### src/rtl/gfx256_wbm_read.sv
// Single-beat classic Wishbone read master shared by the z, blend and tex clients.
// Fixed priority z > blend > tex; one bus read per grant, one-cycle client ack.
module gfx256_wbm_read #(
  parameter int unsigned TIMEOUT = 255
) (
  input  logic         clk_i,
  input  logic         rst_i,
  input  logic         z_request_i,
  input  logic [31:0]  z_addr_i,
  input  logic [31:0]  z_sel_i,
  output logic [255:0] z_data_o,
  output logic         z_ack_o,
  input  logic         blend_request_i,
  input  logic [31:0]  blend_addr_i,
  input  logic [31:0]  blend_sel_i,
  output logic [255:0] blend_data_o,
  output logic         blend_ack_o,
  input  logic         tex_request_i,
  input  logic [31:0]  tex_addr_i,
  input  logic [31:0]  tex_sel_i,
  output logic [255:0] tex_data_o,
  output logic         tex_ack_o,
  output logic         wbm_busy_o,
  output logic         err_o,
  output logic         cyc_o,
  output logic         stb_o,
  output logic         we_o,
  output logic [2:0]   cti_o,
  output logic [1:0]   bte_o,
  output logic [31:0]  adr_o,
  output logic [31:0]  sel_o,
  input  logic [255:0] dat_i,
  input  logic         ack_i,
  input  logic         err_i
);
  localparam logic [1:0] S_IDLE = 2'd0;
  localparam logic [1:0] S_BUS  = 2'd1;
  localparam logic [1:0] S_DONE = 2'd2;

  logic [1:0]          state_q, state_d;
  logic [2:0]          win_q, win_d;     // one-hot {tex, blend, z}
  logic [31:0]         adr_q, adr_d;
  logic [31:0]         sel_q, sel_d;
  logic                cyc_q, cyc_d;
  logic [7:0]          cnt_q, cnt_d;
  logic                err_q, err_d;
  logic                busy_q, busy_d;
  logic [2:0]          ack_q, ack_d;
  logic [2:0][255:0]   data_q, data_d;

  always_comb begin
    state_d = state_q;
    win_d   = win_q;
    adr_d   = adr_q;
    sel_d   = sel_q;
    cyc_d   = cyc_q;
    cnt_d   = cnt_q;
    busy_d  = busy_q;
    data_d  = data_q;
    ack_d   = 3'b000;
    err_d   = 1'b0;
    case (state_q)
      S_IDLE: begin
        if (z_request_i || blend_request_i || tex_request_i) begin
          if (z_request_i) begin
            win_d = 3'b001;
            adr_d = z_addr_i & ~32'h1F;
            sel_d = z_sel_i;
          end else if (blend_request_i) begin
            win_d = 3'b010;
            adr_d = blend_addr_i & ~32'h1F;
            sel_d = blend_sel_i;
          end else begin
            win_d = 3'b100;
            adr_d = tex_addr_i & ~32'h1F;
            sel_d = tex_sel_i;
          end
          state_d = S_BUS;
          cyc_d   = 1'b1;
          busy_d  = 1'b1;
          cnt_d   = 8'd0;
        end
      end
      S_BUS: begin
        cnt_d = cnt_q + 8'd1;
        // ack_i takes precedence over err_i and timeout
        if (ack_i || err_i || (cnt_d == 8'(TIMEOUT))) begin
          for (int i = 0; i < 3; i++)
            if (win_q[i]) data_d[i] = ack_i ? dat_i : '0;
          err_d   = !ack_i;
          ack_d   = win_q;
          cyc_d   = 1'b0;
          state_d = S_DONE;
        end
      end
      S_DONE: begin
        busy_d  = 1'b0;
        state_d = S_IDLE;
      end
      default: begin
        cyc_d   = 1'b0;
        busy_d  = 1'b0;
        state_d = S_IDLE;
      end
    endcase
  end

  always_ff @(posedge clk_i or posedge rst_i) begin
    if (rst_i) begin
      state_q <= S_IDLE;
      win_q   <= '0;
      adr_q   <= '0;
      sel_q   <= '0;
      cyc_q   <= 1'b0;
      cnt_q   <= '0;
      err_q   <= 1'b0;
      busy_q  <= 1'b0;
      ack_q   <= '0;
      data_q  <= '0;
    end else begin
      state_q <= state_d;
      win_q   <= win_d;
      adr_q   <= adr_d;
      sel_q   <= sel_d;
      cyc_q   <= cyc_d;
      cnt_q   <= cnt_d;
      err_q   <= err_d;
      busy_q  <= busy_d;
      ack_q   <= ack_d;
      data_q  <= data_d;
    end
  end

  assign cyc_o        = cyc_q;
  assign stb_o        = cyc_q;
  assign we_o         = 1'b0;
  assign cti_o        = 3'b000;
  assign bte_o        = 2'b00;
  assign adr_o        = adr_q;
  assign sel_o        = sel_q;
  assign wbm_busy_o   = busy_q;
  assign err_o        = err_q;
  assign z_ack_o      = ack_q[0];
  assign blend_ack_o  = ack_q[1];
  assign tex_ack_o    = ack_q[2];
  assign z_data_o     = data_q[0];
  assign blend_data_o = data_q[1];
  assign tex_data_o   = data_q[2];
endmodule

### config.mk
export PLATFORM = sky130hd
export DESIGN_NAME = gfx256_wbm_read
export DESIGN_NICKNAME = d
export VERILOG_FILES = /design/src/rtl/gfx256_wbm_read.sv
export SDC_FILE = /design/constraint.sdc
export NUM_CORES = 1
export LEC_CHECK = 0
export CELL_PAD_IN_SITES_DETAIL_PLACEMENT = 1
export CELL_PAD_IN_SITES_GLOBAL_PLACEMENT = 2
export CORE_AREA = 2 2 507 509
export DETAILED_ROUTE_END_ITERATION = 8
export DIE_AREA = 0 0 509 511
export PLACE_DENSITY_LB_ADDON = 0.15
export SETUP_SLACK_MARGIN = 0.05
export SLEW_MARGIN = 20
export SYNTH_ARGS = -nofsm -noshare
export SYNTH_HDL_FRONTEND = slang
export SYNTH_SLANG_ARGS = --single-unit
### constraint.sdc
create_clock -name clk_i -period 30 [get_ports clk_i]
set_input_delay 3 -clock clk_i [delete_from_list [all_inputs] [get_ports clk_i]]
set_output_delay 3 -clock clk_i [all_outputs]
set_load 0.01 [all_outputs]
==> metrics <==
Vert. Die Dim=511 um; die width=509 um; Worst EP required=30.73 ns; Initial Util=0.155; filler instances=29751; Worst Setup Slack, final=22.91 ns; FF+latch count, synth=846; vias per cell=3.90; GRT Overall Usage=0.163; post-synthesis sequential area ratio=0.536; static leakage=26.8 nW; largest net degree at the start of global routing=180; Total Wirelength=218 mm; Sum Neg Setup Slack=0 ns; Via Count=37070; Setup Skew=0.0428 ns; average routed wire per standard cell=23.0 um; H-tree level count=3; syn_area_per_cell=8.10 sq um; Worst Hold Class=flip-flop to flip-flop; reg2reg setup slack=24.83 ns; pre-CTS WS=21.71 ns; first-pass GRT wire length=306 mm; hold path cells=2; Post-Syn Area=39500 sq um; # placed instances=9261; CTS tree=yes; Hold Vio Cnt, Final=0; Finish-stage setup viols=0; Final Max Tran Viols=0; Max Cap Viol=0; I/O pins=1300; DRT antenna net count=0; post-synthesis cell count=4873; Die ar.=260000 sq um; Post-CTS Hold Fix Bufs=0; Slew headroom=0.291; CP Class=input pin to async pin; element type at the critical path start=input pin; Worst R2R Start=cnt_q[0]$_DFFE_PP0P_; DR pass1 iterations=4; cts bufs inserted=117; maximum VDD drop=48.5 uV; share of layout cells above drive strength 1=0.0512; RSZ-0062 raised after global routing=false; via count of the first global-routing pass=38219; Final nets=6453; Post-CTS Setup Inserts=0; highest clock rate=141 MHz; IO buf count=1273; post-DP HPWL=160 mm; crit share post-route=0.236; Rows=186; Top FF cell, synth=dfrtp_1; number of synthesized flops with an enable pin=0; Yosys cell types=40; Worst Tran Pin Value=1.06 ns; minimum clock period=7.09 ns; Min-Delay Endpoint=adr_o[8]$_DFFE_PP0P_; min-delay src=adr_o[8]$_DFFE_PP0P_; initial drt markers=1459; Hold WS=0.482 ns; gp weighted congestion=0.798; Longest Clk Path Bufs=3; PostCTS Resize Cnt=0; crit path max fanout=75; Placeable Area=255000 sq um; Worst Path Arrival=7.82 ns; CP Capture Type=async pin; worst-skew pair later-pin latency=0.77 ns; status=finished clean; grt total ovfl=0; synth warn=0; post-synthesis async set-or-reset flop share=1.00; clock sinks=846; drt drc=0; Pwr Density=106 nW/um^2; Design Power=6.29 mW; Clock transition at path regs=0.06 ns; most common cell after layout, fill and taps aside=clkdlybuf4s50_1; P&R area growth vs syn=50.4%; Worst R2R End=blend_data_o[163]$_DFFE_PP0P_; reg2reg path depth=10; initial antenna violation count=67; final cell count without fillers=9498; commonest non-fill, non-tap cells in the layout=1270 x clkdlybuf4s50_1, 846 x dfrtp_1, 834 x nor2_1, 829 x a21oi_1, 773 x inv_1; CTS root buffer=clkbuf_16
-- report_power, final --
group	internal [mW]	switching (mW)	total, mW
clock network	0.847	0.597	1.44
logic	1.28	1.54	2.82
registers	1.64	0.389	2.03
-- critical path, stage by stage --
cell             delay [ns]
clkdlybuf4s50_1        0.49
inv_8                  0.45
buf_4                  0.57
buf_4                  0.65
buf_4                  0.76
buf_4                  0.80
buf_4                  0.85
-- cells in the mapped netlist (all sizes together), types with 3 or more instances --
cell,instances,share of area
nand2,326,0.031
mux2i,59,0.015
nor2b,4,0.00063
inv,774,0.074
o21ai,843,0.11
dfrtp,846,0.54
a21oi,829,0.11
and2,3,0.00048
nor2,834,0.079
o31ai,3,0.00092
clkbuf,214,0.020
buf,116,0.019
-- final cells by class --
type                       count  area (sq um)  share of cell area
sequential                   846         21200               0.357
multi-input combinational   2933         13900               0.234
timing repair buffer        1324         13200               0.222
tap                         3384          4230              0.0713
clock buffer                 190          3590              0.0604
inverter                     774          2910              0.0491
clock inverter                27           319             0.00537
antenna                       20          50.0            0.000843
-- worst max-delay path by stage --
stage / from / end / slack (ns) / depth (start not counted)
after detailed placement: rst_i / blend_data_o[140]$_DFFE_PP0P_ / 21.71 / 7
after global routing: rst_i / blend_data_o[116]$_DFFE_PP0P_ / 22.23 / 7
after global placement: rst_i / blend_data_o[97]$_DFFE_PP0P_ / 21.65 / 7
after floorplan: rst_i / ack_q[0]$_DFF_PP0_ / 3.23 / 1
after CTS: rst_i / blend_data_o[116]$_DFFE_PP0P_ / 22.59 / 7
final: rst_i / blend_data_o[116]$_DFFE_PP0P_ / 22.91 / 7
-- sequential cells by signal, indices dropped and copies added, names as in the netlist, 2 cells and up --
signal and count:
win_q 3, ack_q 3, blend_data_o 256, state_q 2, z_data_o 256, tex_data_o 256
sel_o 32, cnt_q 8, adr_o 27
-- stage by stage --
step            util  cell area, sq um
6_report       0.233             59400
5_1_grt        0.232             59300
3_5_place_dp   0.217             55400
4_1_cts        0.232             59300
2_1_floorplan      -             39500
3_3_place_gp   0.217             55400
-- metal layers --
metal  global-route usage  wire, um
met1                0.178     83500
met5                    0       237
met2                0.289    109000
met3               0.0639     19500
met4               0.0461      6080
-- cells by family (layout without fill, tap and decap cells) --
group | Yosys count | in the layout | synth area share
AOI/OAI and AO/OA | 1682 | 1682 | 0.221
xor gates and xnor gates | 2 | 2 | 0.000444
adders and majority gates | 2 | 2 | 0.000634
buffers and inverters | 1104 | 2315 | 0.113
DFF | 846 | 846 | 0.536
muxes | 59 | 59 | 0.0150
other | 1 | 31 | 0.0000950
and+or+nand+nor | 1177 | 1177 | 0.113
Note: power is estimated with default switching activity, not from simulation.
